**config.mk**
```make
export PLATFORM = sky130hd
export DESIGN_NAME = alarm_controller
export DESIGN_NICKNAME = d
export VERILOG_FILES = /design/src/rtl/alarm_controller.sv
export SDC_FILE = /design/constraint.sdc
export NUM_CORES = 1
export LEC_CHECK = 0
export CAP_MARGIN = 5
export CORE_MARGIN = 1.5
export CORE_UTILIZATION = 45
export CTS_BUF_LIST = sky130_fd_sc_hd__clkbuf_16
export DETAILED_ROUTE_END_ITERATION = 8
export PLACE_DENSITY_LB_ADDON = 0.15
export SYNTH_ARGS = -nofsm -noshare
export SYNTH_HDL_FRONTEND = slang
export SYNTH_SLANG_ARGS = --single-unit
```
**constraint.sdc**
```tcl
create_clock -name clk -period 1.67 [get_ports clk]
set_input_delay 0.334 -clock clk [delete_from_list [all_inputs] [get_ports clk]]
set_output_delay 0.334 -clock clk [all_outputs]
set_load 0.01 [all_outputs]
```
**src/rtl/alarm_controller.sv**
```systemverilog
// alarm_controller: intruder-alarm FSM with exit/entry grace, timed siren, keypad disarm and wrong-code lockout
module alarm_controller #(
  parameter int          EXIT_CYCLES  = 10,
  parameter int          ENTRY_CYCLES = 10,
  parameter int          ALARM_CYCLES = 50,
  parameter logic [3:0]  SECRET_CODE  = 4'hA,
  parameter int          MAX_TRIES    = 3
) (
  input  logic       clk,
  input  logic       rst,
  input  logic       arm_req,
  input  logic       code_valid,
  input  logic [3:0] code_in,
  input  logic       sensor_door,
  input  logic       sensor_motion,
  output logic       siren_en,
  output logic       armed_led,
  output logic [2:0] state_o
);
  typedef enum logic [2:0] {
    S_DISARMED = 3'd0,
    S_EXIT     = 3'd1,
    S_ARMED    = 3'd2,
    S_ENTRY    = 3'd3,
    S_ALARM    = 3'd4
  } state_t;
  localparam int MAXC = (EXIT_CYCLES > ENTRY_CYCLES)
                        ? ((EXIT_CYCLES > ALARM_CYCLES) ? EXIT_CYCLES : ALARM_CYCLES)
                        : ((ENTRY_CYCLES > ALARM_CYCLES) ? ENTRY_CYCLES : ALARM_CYCLES);
  localparam int TW = $clog2(MAXC + 1);
  localparam int CW = $clog2(MAX_TRIES + 1);
  state_t          r_state, w_next;
  logic [TW-1:0]   r_timer, w_timer, w_load;
  logic [CW-1:0]   r_wrong, w_wrong;
  logic            w_ok, w_bad, w_expired;
  assign w_ok      = code_valid && (code_in == SECRET_CODE);
  assign w_bad     = code_valid && (code_in != SECRET_CODE);
  assign w_expired = (r_timer == '0);
  always_comb begin
    w_next  = r_state;
    w_wrong = r_wrong;
    case (r_state)
      S_DISARMED: w_next = arm_req ? S_EXIT : S_DISARMED;
      S_EXIT, S_ARMED, S_ENTRY: begin
        if (w_ok) begin
          w_next  = S_DISARMED;
          w_wrong = '0;
        end else if (w_bad && r_wrong == CW'(MAX_TRIES - 1)) begin
          w_next  = S_ALARM;
          w_wrong = '0;
        end else begin
          w_wrong = w_bad ? r_wrong + CW'(1) : r_wrong;
          if (r_state == S_ARMED)
            w_next = sensor_motion ? S_ALARM : sensor_door ? S_ENTRY : S_ARMED;
          else if (w_expired)
            w_next = (r_state == S_EXIT) ? S_ARMED : S_ALARM;
        end
      end
      S_ALARM: begin
        if (w_ok) begin
          w_next  = S_DISARMED;
          w_wrong = '0;
        end else if (w_expired) begin
          w_next = S_ARMED;
        end
      end
      default: w_next = S_DISARMED;
    endcase
  end
  // Timer reloads on every state change so each timed state dwells exactly its *_CYCLES
  always_comb begin
    w_load  = w_next == S_EXIT  ? TW'(EXIT_CYCLES - 1)
            : w_next == S_ENTRY ? TW'(ENTRY_CYCLES - 1)
            : w_next == S_ALARM ? TW'(ALARM_CYCLES - 1)
            : '0;
    w_timer = (w_next != r_state) ? w_load
            : (r_timer != '0)     ? r_timer - TW'(1)
            : r_timer;
  end
  always_ff @(posedge clk) begin
    if (rst) begin
      r_state   <= S_DISARMED;
      r_timer   <= '0;
      r_wrong   <= '0;
      siren_en  <= 1'b0;
      armed_led <= 1'b0;
      state_o   <= 3'd0;
    end else begin
      r_state   <= w_next;
      r_timer   <= w_timer;
      r_wrong   <= w_wrong;
      siren_en  <= (w_next == S_ALARM);
      armed_led <= (w_next == S_ARMED) || (w_next == S_ENTRY) || (w_next == S_ALARM);
      state_o   <= w_next;
    end
  end
endmodule

```
==> flow_summary.ini <==
[detailed_routing]
drt-total-wl_mm = 2.08
drc_errors = 0
wl_per_cell_um = 13.2
via_count = 839
drtAntennaViolNets = 0
firstDrtPassIters = 4
dr.first_iter.drc_count = 20
post_drt_via_cell_ratio = 5.31

[synth]
synth_area_per_cell_um2 = 8.16
synth_cell_type_count = 40
ys.warnings.count = 0
ys_seq_area_share_pct = 32.2
netlist.area_leader.share_pct = 32.2
synth_area_um2 = 808
netlist_instances = 99
ys_ff_latch = 13
synth_area_leader_cell = dfxtp_1
syn-num-nets = 110
synthTopCellsByArea = dfxtp_1 (32%), a21oi_1 (6.8%), nor2_1 (3.3%)

[finish]
areaGrowthSynthToFinish_pct = 49.4
antennaDiodeCount = 0
ff_latch_area_um2 = 264
fillers = 134
final_cell_area_mm2 = 0.00121
fin_nets = 145
multi_input_area_um2 = 524
stdcell_count = 158
drive_gt1_share_pct = 27.1

[critical_path]
crit_type = register to register
worstSetupStartpointType = register
r2r-end = r_timer[4]$_SDFFE_PP0P_
end_kind = register
crit_required_ps = 1780
r2r_slack_ps = 20
crit_arrival_ps = 1760
cp_max_fo = 4
crit_path_top_delay_cell = or3_4
reg2reg_depth = 6
crit_path_max_incr_delay_ps = 420
r2r-start = r_timer[2]$_SDFFE_PP0P_
path_cells = or3_4, nor3b_4, a211oi_2, buf_4, o211ai_2, o22ai_1

[clocking]
root_buffer = clkbuf_16
htreeDepth = 1
cts_hold_buf = 0
clk_pin_slew_worst_paths_ps = 40
cts_setup_buffers = 0
clock_latency_ps = 240
numCtsBuffers = 3
cts.sinks = 13
clk_path_buf_depth = 2
cts_tree = built

[power_and_ir_drop]
leakage_uw = 0.000475
p_per_area_mw_per_mm2 = 1490
ir_drop_mv = 0.881
total_power_uw = 1790

[global_route]
grt_start_max_net_pins = 12
track_usage_pct = 22.9
grt_first_pass_wirelength_mm = 3.39
grt_pass1_vias = 774
overflow = 0
grt_antenna_before_repair = 0

[place]
place.detailed.hpwl_mm = 1.58
dp.cells = 154
place.gp.congestion = 0.843
portBuffers = 14
place_area_mm2 = 0.00111

[timing]
setup_viol_count_final = 0
hold_viol = 0
slew_headroom_pct = 76.5
fin_crit_sh_pct = 98.9
fin_crit_ps = 1650
grt_setup_unrepaired = true
clock.fmax_mhz = 606
worstMarginPinSlew_ps = 349
finClkSkew_ps = 2.64
report.final.slew_viol_count = 0

[hold_path]
hold_path.class = register to register
min_from = r_wrong[0]$_SDFFE_PP0P_
hold_depth = 2
holdPathEnd = r_wrong[1]$_SDFFE_PP0P_

[floorplan]
core_mm2 = 0.00171
die_h_um = 45.4
die_area_mm2 = 0.00206
fp.dieW_um = 45.4
ios = 15
start_util_pct = 47.3
row_count = 15

[flow_run]
cap_violations = 0

[run_status]
status = completed
-- worst max-delay path by stage --
stage / start / endpoint / depth (start not counted)
floorplan: r_timer[0]$_SDFFE_PP0P_ / r_timer[2]$_SDFFE_PP0P_ / 6
global placement: code_in[2] / r_timer[2]$_SDFFE_PP0P_ / 7
detailed placement: code_in[2] / r_timer[2]$_SDFFE_PP0P_ / 6
CTS: r_state[1]$_SDFF_PP0_ / state_o[1] / 1
global route: code_in[2] / r_timer[2]$_SDFFE_PP0P_ / 7
finish: r_timer[2]$_SDFFE_PP0P_ / r_timer[4]$_SDFFE_PP0P_ / 6
-- cells by family (layout without fill, tap and decap cells) --
| group | Yosys count | in the layout | share of synthesized area, % |
|---|---|---|---|
| AND/OR/NAND/NOR | 38 | 38 | 28.9 |
| AO/OA/AOI/OAI | 32 | 32 | 26.0 |
| flip-flops | 13 | 13 | 32.2 |
| buffers and inverters | 9 | 43 | 4.49 |
| XOR/XNOR | 4 | 4 | 4.34 |
| multiplexers | 2 | 2 | 2.48 |
| adder cells (fa/ha/maj) | 1 | 1 | 1.55 |
-- area by class of cell --
type / instances / share of cell area, %
Tap cell: 25 / 2.59
Multi-Input combinational cell: 77 / 43.4
Timing Repair Buffer: 34 / 24.0
Clock buffer: 3 / 6.22
Inverter: 5 / 1.55
Sequential cell: 13 / 21.9
Clock inverter: 1 / 0.311
-- Yosys cell counts (all sizes together) --
cell	count
a21o	1
ha	1
nand4b	1
dfxtp	13
buf	2
and3	3
nand3b	2
nand3	2
mux2i	2
xor2	1
nor2b	1
nor4	2
or3	1
clkbuf	2
a22oi	2
nand4bb	1
o22ai	2
o21ai	7
nand2	6
a211oi	2
xnor2	3
and4bb	1
a31oi	3
o21a	1
o21bai	1
a21oi	11
o211ai	2
inv	5
nor3	5
nor4b	1
nor3b	2
nor2	8
nand2b	2
-- routing by layer --
layer  vias to the layer above  track usage, %  part of all wire (%)
li1                        434               -                     -
met1                       378            30.8                    47
met2                        25            35.5                    48
met3                         2            7.14                   5.2
met4                         0            5.29                  0.19
met5                         -               0                     0
-- repair_timing --
action,4_1_cts,5_1_grt
pin swaps,0,1
resized for setup,3,2
setup endpoints to repair,3,8
-- worst max-delay path: cells and delay by family, from the launching register on --
kind                   cells  cell delay (ps)
AO/OA/AOI/OAI              3              370
AND/OR/NAND/NOR            2              650
flip-flops                 1              340
buffers and inverters      1              160
-- flip-flops by register name, summed over array words and instances (netlist names) --
register and cells:
r_wrong 2, armed_led 1, siren_en 1, r_state 3, r_timer 6
-- metrics by stage --
step / hold WS [ps] / utilization (%) / setup WS (ps) / setup TNS, ps
6_report: 553 / 70.7 / 19.0 / 0
4_1_cts: 564 / 70.3 / 7.27 / 0
3_5_place_dp: 549 / 65.1 / -196 / -1170
5_1_grt: 580 / 70.7 / -32.5 / -93.1
2_1_floorplan: 465 / - / 125 / 0
3_3_place_gp: 536 / 65.1 / -140 / -840
-- power by group --
part           total, uW  internal [uW]  switching (uW)
Clock                445            315             130
Sequential           452            378            73.8
Combinational        896            492             404
Total               1790           1190             608
-- cells in the final DEF, fill, tap and decap left out, drive strengths merged, types with 3 or more instances in the layout --
cell | Yosys | routed
clkbuf | 2 | 3
a31oi | 3 | 3
a21oi | 11 | 11
dfxtp | 13 | 13
o21ai | 7 | 7
and3 | 3 | 3
buf | 2 | 20
nor2 | 8 | 8
nor3 | 5 | 5
nand2 | 6 | 6
inv | 5 | 6
clkdlybuf4s50 | 0 | 14
xnor2 | 3 | 3
No activity file was read; power rests on OpenSTA's default activity.
